===== src/rtl/svmdet_pkg.sv =====
// svmdet_pkg: shared constants, types and helpers for the svmdetect slice.
//   SCORE_W  - width of one SVM window score
//   score_t  - unsigned window score
//   idx_w()  - index width for a count of items (never less than 1 bit)
package svmdet_pkg;

    localparam int unsigned SCORE_W = 8;

    typedef logic [SCORE_W-1:0] score_t;

    function automatic int unsigned idx_w(input int unsigned n);
        return (n > 1) ? $clog2(n) : 1;
    endfunction

endpackage


===== src/rtl/svmdet_fifo.sv =====
// svmdet_fifo: first-word-fall-through queue of detection records.
//   clk, reset_n : clock, synchronous active-low reset
//   push/push_data : write one record; ignored while full unless popping too
//   pop          : consume the head record (ignored when empty)
//   head         : current head record, all zeros while empty
//   full/empty   : occupancy flags
module svmdet_fifo #(
    parameter int unsigned DEPTH = 8,
    parameter type rec_t = logic [7:0]
) (
    input  logic clk,
    input  logic reset_n,
    input  logic push,
    input  rec_t push_data,
    input  logic pop,
    output rec_t head,
    output logic full,
    output logic empty
);

    localparam int unsigned AW = $clog2(DEPTH);

    // Pointers carry one extra wrap bit to tell full from empty.
    logic [AW:0] wr_ptr_q, wr_ptr_d;
    logic [AW:0] rd_ptr_q, rd_ptr_d;
    rec_t        mem_q [DEPTH];
    rec_t        mem_d [DEPTH];
    logic        do_push;
    logic        do_pop;

    always_comb begin
        empty    = (wr_ptr_q == rd_ptr_q);
        full     = (wr_ptr_q[AW] != rd_ptr_q[AW]) &&
                   (wr_ptr_q[AW-1:0] == rd_ptr_q[AW-1:0]);
        do_pop   = pop && !empty;
        // A pop in the same cycle frees the slot the push needs.
        do_push  = push && (!full || do_pop);
        head     = empty ? '0 : mem_q[rd_ptr_q[AW-1:0]];
        mem_d    = mem_q;
        wr_ptr_d = wr_ptr_q;
        rd_ptr_d = rd_ptr_q;
        if (do_push) begin
            mem_d[wr_ptr_q[AW-1:0]] = push_data;
            wr_ptr_d = wr_ptr_q + (AW+1)'(1);
        end
        if (do_pop) begin
            rd_ptr_d = rd_ptr_q + (AW+1)'(1);
        end
    end

    always_ff @(posedge clk) begin
        if (!reset_n) begin
            wr_ptr_q <= '0;
            rd_ptr_q <= '0;
            for (int unsigned i = 0; i < DEPTH; i++) begin
                mem_q[i] <= '0;
            end
        end else begin
            wr_ptr_q <= wr_ptr_d;
            rd_ptr_q <= rd_ptr_d;
            mem_q    <= mem_d;
        end
    end

endmodule


===== src/rtl/svmdetect.sv =====
// svmdetect: thresholds the svmrow score stream, applies 1-D horizontal
// non-maximum suppression and queues surviving (x, y, score) detections.
//   clk, reset_n      : clock, synchronous active-low reset
//   svmres_in, dvo_in : window score and its valid strobe
//   det_ready         : consumer accepts the head record
//   det_valid, det_x, det_y, det_score : head record of the detection queue
//   frame_done        : pulse in the decision cycle of the frame's last window
//   overflow          : sticky, a detection was dropped on a full queue
module svmdetect
    import svmdet_pkg::*;
#(
    parameter int unsigned WPI        = 40,
    parameter int unsigned NWROWS     = 30,
    parameter int unsigned THRESH     = 128,
    parameter int unsigned FIFO_DEPTH = 8,
    parameter int unsigned XW         = idx_w(WPI),
    parameter int unsigned YW         = idx_w(NWROWS)
) (
    input  logic               clk,
    input  logic               reset_n,
    input  logic [SCORE_W-1:0] svmres_in,
    input  logic               dvo_in,
    input  logic               det_ready,
    output logic               det_valid,
    output logic [XW-1:0]      det_x,
    output logic [YW-1:0]      det_y,
    output logic [SCORE_W-1:0] det_score,
    output logic               frame_done,
    output logic               overflow
);

    localparam logic [XW-1:0] X_LAST = XW'(WPI - 1);
    localparam logic [YW-1:0] Y_LAST = YW'(NWROWS - 1);

    typedef struct packed {
        logic [XW-1:0] x;
        logic [YW-1:0] y;
        score_t        score;
    } det_rec_t;

    // x_q/y_q: position of the next arriving window.
    // s_*: window waiting for its right neighbour; l_q: its left neighbour.
    logic [XW-1:0] x_q, x_d;
    logic [YW-1:0] y_q, y_d;
    score_t        s_score_q, s_score_d;
    logic [XW-1:0] s_x_q, s_x_d;
    logic [YW-1:0] s_y_q, s_y_d;
    logic          s_sv_q, s_sv_d;
    score_t        l_q, l_d;
    logic          overflow_q, overflow_d;

    logic          same_row;
    score_t        right;
    logic          decide;
    logic          detect;
    logic          pop;
    logic          fifo_full;
    logic          fifo_empty;
    det_rec_t      push_rec;
    det_rec_t      head_rec;

    always_comb begin
        // An arrival at column 0 always starts a new row.
        same_row   = (x_q != '0);
        right      = (dvo_in && same_row) ? svmres_in : '0;
        decide     = s_sv_q && (dvo_in || (s_x_q == X_LAST));
        detect     = decide && (32'(s_score_q) >= THRESH) &&
                     (s_score_q > l_q) && (s_score_q >= right);
        pop        = !fifo_empty && det_ready;
        push_rec   = '{x: s_x_q, y: s_y_q, score: s_score_q};
        overflow_d = overflow_q || (detect && fifo_full && !pop);

        x_d       = x_q;
        y_d       = y_q;
        s_score_d = s_score_q;
        s_x_d     = s_x_q;
        s_y_d     = s_y_q;
        s_sv_d    = s_sv_q;
        l_d       = l_q;
        if (dvo_in) begin
            s_score_d = svmres_in;
            s_x_d     = x_q;
            s_y_d     = y_q;
            s_sv_d    = 1'b1;
            l_d       = same_row ? s_score_q : '0;
            if (x_q == X_LAST) begin
                x_d = '0;
                y_d = (y_q == Y_LAST) ? '0 : y_q + YW'(1);
            end else begin
                x_d = x_q + XW'(1);
            end
        end else if (decide) begin
            s_sv_d = 1'b0;
        end
    end

    always_ff @(posedge clk) begin
        if (!reset_n) begin
            x_q        <= '0;
            y_q        <= '0;
            s_score_q  <= '0;
            s_x_q      <= '0;
            s_y_q      <= '0;
            s_sv_q     <= 1'b0;
            l_q        <= '0;
            overflow_q <= 1'b0;
        end else begin
            x_q        <= x_d;
            y_q        <= y_d;
            s_score_q  <= s_score_d;
            s_x_q      <= s_x_d;
            s_y_q      <= s_y_d;
            s_sv_q     <= s_sv_d;
            l_q        <= l_d;
            overflow_q <= overflow_d;
        end
    end

    svmdet_fifo #(
        .DEPTH (FIFO_DEPTH),
        .rec_t (det_rec_t)
    ) u_fifo (
        .clk       (clk),
        .reset_n   (reset_n),
        .push      (detect),
        .push_data (push_rec),
        .pop       (pop),
        .head      (head_rec),
        .full      (fifo_full),
        .empty     (fifo_empty)
    );

    always_comb begin
        det_valid  = !fifo_empty;
        det_x      = head_rec.x;
        det_y      = head_rec.y;
        det_score  = head_rec.score;
        overflow   = overflow_q;
        // Gated so the pulse reads 0 while reset is held.
        frame_done = reset_n && decide && (s_x_q == X_LAST) && (s_y_q == Y_LAST);
    end

endmodule


===== config.mk =====
export PLATFORM = sky130hd
export DESIGN_NAME = svmdetect
export DESIGN_NICKNAME = d
export VERILOG_FILES = /design/src/rtl/svmdet_pkg.sv /design/src/rtl/svmdet_fifo.sv /design/src/rtl/svmdetect.sv
export SDC_FILE = /design/constraint.sdc
export NUM_CORES = 1
export LEC_CHECK = 0
export CORE_ASPECT_RATIO = 0.7
export CORE_MARGIN = 4
export CORE_UTILIZATION = 40
export CTS_BUF_LIST = sky130_fd_sc_hd__clkbuf_8
export DETAILED_ROUTE_END_ITERATION = 8
export PLACE_DENSITY = 0.63
export SKIP_LAST_GASP = 1
export SLEW_MARGIN = 20
export SYNTH_ARGS = -nofsm -noshare
export SYNTH_HDL_FRONTEND = slang
export SYNTH_HIERARCHICAL = 1
export SYNTH_SLANG_ARGS = --single-unit

===== constraint.sdc =====
create_clock -name clk -period 10.3 [get_ports clk]
set_input_delay 2.06 -clock clk [delete_from_list [all_inputs] [get_ports clk]]
set_output_delay 2.06 -clock clk [all_outputs]
set_load 0.02 [all_outputs]

-- Word-level counts from Yosys, hierarchy flattened
Index checks and enable logic that the tools add are counted.
Widths: inputs -> output; s select.
- register bits after elaboration: 200
- input port bits: 12
- output and inout bits: 22
- logic and storage cells: 90
- $add $sub $neg: 4
- magnitude comparators: 6
- eq/ne operators: 7
- muxes and demuxes: 13
- bitwise logic cells: 2
- reduce and logical (&&, ||, !) cells: 24
- operator list (operator ; count):
    $bwmux 152 ; 1
    $mux 19 ; 4
    $bmux 19 s3 ; 1
    $demux 19 s3 ; 1
    $mux 8 ; 2
    $logic_and 1x1->1 ; 15
    $eq 6x6->1 const B ; 2
    $eq 5x5->1 const B ; 2
    $add 4x1->4 const B ; 2
    $ge 4x4->1 const B ; 2
    $ge 8x8->1 ; 1
    $ge 8x8->1 const B ; 1
    $gt 8x8->1 ; 1
    $not 3->4 ; 2
    $add 6x1->6 const B ; 1
    $mux 6 ; 1
    $reduce_bool 6->1 ; 1
    $add 5x1->5 const B ; 1
    $mux 5 ; 1
    $eq 4x4->1 ; 1
    $lt 4x1->1 const B ; 1
    $eq 3x3->1 ; 1
    $logic_not 1->1 ; 3
    $logic_or 1x1->1 ; 3
    other kinds (4) ; 5

-- Depth between registers and ports, before layout
- depth in word-level cells: 9
- depth in mapped cells: 16

-- Modules after synthesis
The synthesis kept the hierarchy.
- by module, submodules not included (module ; instances ; cells an instance ; area each (um^2) ; sequential area each (um^2)):
    svmdet_fifo ; 1 ; 677 ; 7310.8 ; 3203.1
    svmdetect ; 1 ; 229 ; 2103.3 ; 800.8

-- Worst setup path before layout
No wires, ideal clock.
- path kind: input to output
- from: in reset_n
- to: out frame_done
- arrival time: 3.099 ns
- required time: 8.240 ns
- setup slack: 5.141 ns
- stages on the path: 3
- path buffers: 1
- cell sequence: clkbuf_1 > nand4_1 > nor4_1
- cells in the longest elaborated chain, start to end: 3
- ends and longest elaborated chain (item ; RTL line ; RTL):
    start, declared ; svmdetect.sv:20 ; input logic reset_n,
    $logic_and 1x1->1 (3 in a row) ; svmdetect.sv:140 ; frame_done = reset_n && decide && (s_x_q == X_LAST) && (s_y_q == Y_LAST);
    end, declared ; svmdetect.sv:28 ; output logic frame_done,
No other way between the ends.

-- Worst setup path after layout
Ends and elaborated chain as after synthesis.

==> impl_metrics.csv <==
group,metric,value,unit
status,status,"finished, final reports clean",
route,via_per_inst,5.11,
route,ant_nets,0,
floorplanning,fp.dieW,191,um
cells_and_area,multiInputGateArea,4960,sq um
worst_setup_path,crit_path_max_fanout,61,
cells_and_area,nets,943,
pwr,static-leakage-power,3.90,nW
route,wl,20.8,mm
place,preCtsSetupSlack,4.78,ns
worst_setup_path,cp_top_family,"buffers and inverters",
grt,grt_overflow_total,0,
place,place.gp.congestion,0.817,
cells_and_area,fillers,2215,
grt,grt_max_degree,82,
cells_and_area,n_antenna_cell,0,
clock_network,cts_root_buffer,"clkbuf_8",
worst_setup_path,start_kind,"input port",
clock_network,clock_latency,0.46,ns
worst_setup_path,crit_chain,"buf_6 -> nand4_1 -> nor4_1 -> clkdlybuf4s50_1",
cells_and_area,drive_above_1_share,10.6,%
yosys,async_flop_share,0,%
yosys,ys.flop_type,"dfxtp_1",
floorplanning,core,22900,sq um
worst_setup_path,critPathLaunch,"reset_n",
pwr,cellPowerDensity,132,nW/um^2
cells_and_area,fin_util,44.8,%
clock_network,clk_pin_slew,0.09,ns
yosys,yosys_warnings,6,
floorplanning,dieArea,26100,sq um
pwr,peakVddDrop,77.6,uV
worst_setup_path,critPathRequiredTime,8.24,ns
worst_setup_path,cp.arrival,3.48,ns
timing,finalCritPeriodShare,53.7,%
clock_network,cts_tree,"built",
floorplanning,rows,46,
cells_and_area,final-seq-area,4010,sq um
cells_and_area,mostFrequentLayoutCell,"nand2_1",
grt,grt_pass1_wl,34.1,mm
timing,fin_skew,0.0135,ns
clock_network,cts.sinks,200,
clock_network,htree_levels,4,
timing,hold_ws,0.458,ns
yosys,synth_top_area_cell,"dfxtp_1",
clock_network,ctsHoldBuffers,0,
route,wl_met1,11.0,mm
floorplanning,io_pins,34,
yosys,postSynthAreaPerCell,10.4,sq um
cells_and_area,finalNonFillerCells,1231,
yosys,synthTopCellsByArea,"dfxtp_1, mux2i_1, mux4_2, nand2_1, ha_1",
grt,grt_pass1_vias,6172,
floorplanning,die_h,136,um
grt,grt_use_total,16.6,%
yosys,ys_types,53,
floorplanning,initial_utilization,41.1,%
clock_network,cts_max_path_buffers,2,
route,wl_per_cell,16.9,um
cells_and_area,final_cell_mix,"nand2_1, dfxtp_1, mux2i_1, mux4_2, nor2_1",
timing,hold_viol,0,
timing,rsz0062_at_grt,"false",
route,drtPass1Iterations,5,
timing,fin_tns_setup,0,ns
timing,relSlewSlack,44.9,%
yosys,yosys_register_bits,200,
timing,tightest_slew,0.826,ns
route,maxUsedRoutingLayer,"met4",
timing,fmax,181,MHz
place,placed_cells,1202,
route,initialDrtViolationCount,354,
yosys,yosysTopAreaCellShare,42.5,%
clock_network,cts_made_buffers,17,
worst_setup_path,r2r_start,"x_q[0]",
worst_setup_path,critical_path_class,"input port to output pin",
place,port_buffers,33,
worst_hold_path,min_from,"u_fifo/mem_q[20]",
place,dp_hpwl,12.7,mm
timing,slew_violations,0,
timing,final-setup-viol-count,0,
grt,antenna_found_initial,1,
worst_hold_path,hold_class,"register to register",
timing,setup_slack,4.76,ns
yosys,syn_area,9410,sq um
clock_network,ctsResizeCount,0,
route,met3_length,641,um
timing,final.min_clock_period,5.54,ns
yosys,syn_nets,940,
yosys,synth_edf_count,0,
yosys,synthCells,906,
cells_and_area,synthToLayoutAreaGrowth,9.05,%
yosys,yosysSeqAreaShare,42.5,%
route,route.met2.wl,9.05,mm
worst_setup_path,max_stage_delay,0.65,ns
job,cap_viol_max_count,0,
worst_setup_path,worst-path-buf-inv,2,
route,drc_errors,0,
route,vias,6292,
clock_network,cts_setup_buffers,0,
worst_setup_path,cp_slowest_cell,"clkdlybuf4s50_1",
worst_setup_path,endpoint_kind,"output pin",
cell usage after synthesis, types with 4 or more instances:
master / instances
dfxtp_1: 200
nand2_1: 199
mux2i_1: 195
mux4_2: 38
nor2_1: 33
clkbuf_1: 27
nor2b_1: 24
ha_1: 22
nand3_1: 22
buf_2: 17
inv_1: 16
buf_6: 10
nand4_1: 9
a21boi_0: 8
a21oi_1: 7
and3_1: 6
o21ai_0: 5
xnor2_1: 5
buf_12: 4
nor3_1: 4
nor4_1: 4
xor2_1: 4
worst paths after layout:
| path | end | cells past startpoint | slack, ns |
|---|---|---|---|
| setup / recovery | frame_done | 4 | 4.76 |
| hold / removal | u_fifo/mem_q[20] | 2 | 0.46 |
| setup reg to reg | u_fifo/mem_q[143] | 14 | 6.28 |
| hold reg to reg | u_fifo/mem_q[20] | 2 | 0.46 |
sequential cells by signal, indices dropped and copies added, names as in the netlist:
register	flops
s_sv_q	1
l_q	8
u_fifo/rd_ptr_q	4
s_y_q	5
s_score_q	8
s_x_q	6
u_fifo/mem_q	152
u_fifo/wr_ptr_q	4
overflow	1
x_q	6
y_q	5
final cells by class:
type / instances / area share (%)
clock buffer: 20 / 2.68
clock inverter: 9 / 1.23
inverter: 17 / 0.622
multi-input combinational: 625 / 48.4
sequential: 200 / 39.0
tap: 312 / 3.80
timing repair buffer: 48 / 4.28
report_power, final:
part           internal [W]  switching, W  leakage, nW
combinational     0.0000213     0.0000379         2.08
clock              0.000254      0.000263        0.200
sequential         0.000777    0.00000623         1.61
total               0.00105      0.000307         3.90
cell families after synthesis:
| kind of cell | count (synthesis) | share of synthesized area, % |
|---|---|---|
| buf+inv | 81 | 5.06 |
| fa+ha+maj | 22 | 2.92 |
| xor+xnor | 11 | 1.42 |
| simple gates | 316 | 14.7 |
| mux | 233 | 29.8 |
| flops | 200 | 42.5 |
| compound gates | 43 | 3.51 |
worst register-to-register path: stages (launching register included):
cell	delay (ns)
dfxtp_1	0.37
inv_1	0.07
ha_1	0.13
nand3_1	0.50
and3_1	0.44
ha_1	0.26
nand2b_1	0.14
a2111oi_0	0.49
o31ai_1	0.15
o311a_1	0.27
inv_1	0.23
nor2_1	0.12
nand3_1	0.13
buf_4	0.38
mux2i_1	0.27
per-stage QoR:
stage          area [sq um]  total power (W)
3_3_place_gp           9860         0.000860
2_1_floorplan          9410         0.000842
5_1_grt               10300          0.00141
3_5_place_dp           9860         0.000860
4_1_cts               10300          0.00138
6_report              10300          0.00136
metal layers:
layer | global-route usage [%] | up-vias
met3 | 2.93 | 15
met1 | 24.9 | 3052
li1 | - | 3156
met2 | 24.9 | 69
met5 | 0 | -
met4 | 3.71 | 0
No activity file was read; power rests on OpenSTA's default activity.
==> edit: new RTL, same flow settings <==
`x_q` and `y_q` no longer have a reset.
--- a/src/rtl/svmdetect.sv
+++ b/src/rtl/svmdetect.sv
@@ -98,4 +98,2 @@
         if (!reset_n) begin
-            x_q        <= '0;
-            y_q        <= '0;
             s_score_q  <= '0;
@@ -107,4 +105,2 @@
         end else begin
-            x_q        <= x_d;
-            y_q        <= y_d;
             s_score_q  <= s_score_d;
@@ -116,2 +112,7 @@
         end
+    end
+
+    always_ff @(posedge clk) begin
+        x_q <= x_d;
+        y_q <= y_d;
     end
Function: changed (Yosys sat finds a counterexample within 4 cycles, from zero or initial values and one cycle with reset_n low).
==> edit against the original RTL <==
  * Total power is 2.1% lower
  * Sequential cell count did not move
  * Sequential share of layout area up 1.2 points
  * Cell count fell by 0.97%
  * Final area is 0.28% lower
  * Synthesized area is 0.23% higher
  * Maximum frequency decreased by 4.4%
  * Worst setup slack lost 0.26 ns
  * Sequential power increased by 2%
  * Wire length is 3.3% higher
==> edit: results (changes against the original RTL) <==
[placed_design]
gp_congestion=0.8109  ; was 0.8171
port_buffers=33  ; unchanged
post_dp_cell_area_um2=9888  ; was 9864 um^2
hpwl_um=13890  ; was 12710 um

[routing]
wl_um=21490  ; was 20810 um
via_per_inst=5.189  ; was 5.111
drt_pass1_iterations=5  ; unchanged
drtIter0Drc=423  ; was 354

[power]
ir_drop_uv=81.31  ; was 77.63 uV
p_int_w=0.0009991  ; was 0.001052 W
leakage_nw=3.897  ; was 3.898 nW

[synth]
yosysWarnings=6  ; unchanged
synth_common_cells=nand2_1 (194), mux2i_1 (193), dfxtp_1 (189), mux4_2 (38), nor2_1 (34)  ; was dfxtp_1 (200), nand2_1 (199), mux2i_1 (195), mux4_2 (38), nor2_1 (33)
syn-num-nets=925  ; was 940
synth-edff-count=11  ; was 0
synth_cell_types=52  ; was 53
yosys-top-cells-area=dfxtp_1 (40%), mux2i_1 (20%), mux4_2 (9.1%)  ; was dfxtp_1 (43%), mux2i_1 (21%), mux4_2 (9.1%)
async_reset_ff_share_pct=0  ; unchanged
yosysTopAreaCellShare_pct=40.10  ; was 42.53%
yosysSeqAreaShare_pct=43.60  ; was 42.53%

[cells_and_area]
drive_above_1_share_pct=10.80  ; was 10.55%
insertedDiodeCount=0  ; unchanged
top_regs=u_fifo/mem_q: 152 flops, l_q: 8 flops, s_score_q: 8 flops  ; unchanged

[worst_hold_path]
hp-class=reg2reg  ; unchanged

[global_route]
grt_usage_pct=17.10  ; was 16.60%
grt_max_degree=107  ; was 82
grt_pass1_vias=6304  ; was 6172
grt_first_pass_wirelength_um=35100  ; was 34120 um
antenna_found_initial=0  ; was 1

[sta]
max_slew_margin_pct=32.23  ; was 44.90%
finClkSkew_ns=0.01930  ; was 0.01352 ns

[clock_tree]
clkSlewWorstSetupHoldPaths_ns=0.10
cts_resized=0  ; unchanged
clockBufferDepth=2  ; unchanged
clock_latency_ns=0.47
cts_setup_buffers=0  ; unchanged
root_buffer=clkbuf_8  ; unchanged
cts_buffers=17  ; unchanged
cts_max_level=4  ; unchanged

[setup_path]
cp.arrival_ns=3.73  ; was 3.48 ns
crit_fanout=106  ; was 61

[run_status]
outcome=complete, no violations  ; unchanged

edit: cell count changes after synthesis, moves of 3 or more:
cell,unedited run,this run
dfxtp_1,200,189
edfxtp_1,0,11
nand2_1,199,194
a21oi_1,7,4
edit: power groups by stage:
stage / Combinational [W] / Clock (W) / Sequential, W
CTS: 0.0000668 / 0.000478 / 0.000801
global placement: 0.0000659 / 0 / 0.000819
floorplan: 0.0000494 / 0 / 0.000814
finish: 0.0000665 / 0.000463 / 0.000801
global route: 0.0000756 / 0.000512 / 0.000802
detailed placement: 0.0000663 / 0 / 0.000819
edit: cell families (layout without fill, tap and decap cells):
logic type / Yosys count / count (layout) / share of synthesized area, %
compound gates: 43 / 43 / 3.594
fa+ha+maj: 22 / 22 / 2.917
flops: 200 / 200 / 43.60
xor+xnor: 10 / 10 / 1.326
simple gates: 306 / 306 / 14.10
buf+inv: 79 / 95 / 4.920
mux: 231 / 231 / 29.55
edit: layer usage:
layer | vias up | wire length, um | global-route usage [%]
met5 | - | 0 | 0
met4 | 0 | 132 | 3.628
met3 | 9 | 768 | 3.264
met2 | 100 | 8973 | 24.38
met1 | 3101 | 11620 | 26.75
li1 | 3116 | - | -
edit: worst paths after layout:
kind / cells past startpoint / end / slack (ns) / startpoint
setup reg to reg: 14 / u_fifo/mem_q[14] / 5.93 / x_q[0]
hold / removal: 2 / u_fifo/mem_q[23] / 0.46 / u_fifo/mem_q[23]
hold reg to reg: 2 / u_fifo/mem_q[23] / 0.46 / u_fifo/mem_q[23]
setup / recovery: 4 / frame_done / 4.51 / reset_n
edit: critical path: stages:
cell,delay (ns)
buf_6,0.52
nand4_1,0.17
nor4_1,0.30
clkdlybuf4s50_1,0.66
edit: cell type report:
| class | instances | area, um^2 |
|---|---|---|
| clock buffer | 20 | 275.3 |
| clock inverter | 11 | 73.82 |
| fill | 2213 | 12670 |
| inverter | 18 | 67.56 |
| multi-input combinational | 612 | 4888 |
| sequential | 200 | 4118 |
| tap | 312 | 390.4 |
| timing repair buffer | 46 | 424.2 |
edit: stage by stage:
| stage | hold WS (ns) | instances | total power [W] | worst slack, ns | utilization (%) |
|---|---|---|---|---|---|
| floorplan | 0.4315 | 891 | 0.0008632 | 5.409 | - |
| global placement | 0.4395 | 1188 | 0.0008850 | 4.510 | 43.17 |
| detailed placement | 0.4455 | 1188 | 0.0008853 | 4.340 | 43.17 |
| CTS | 0.4602 | 1219 | 0.001346 | 4.448 | 44.69 |
| global route | 0.4786 | 1219 | 0.001390 | 4.312 | 44.69 |
| finish | 0.4573 | 1219 | 0.001330 | 4.508 | 44.69 |
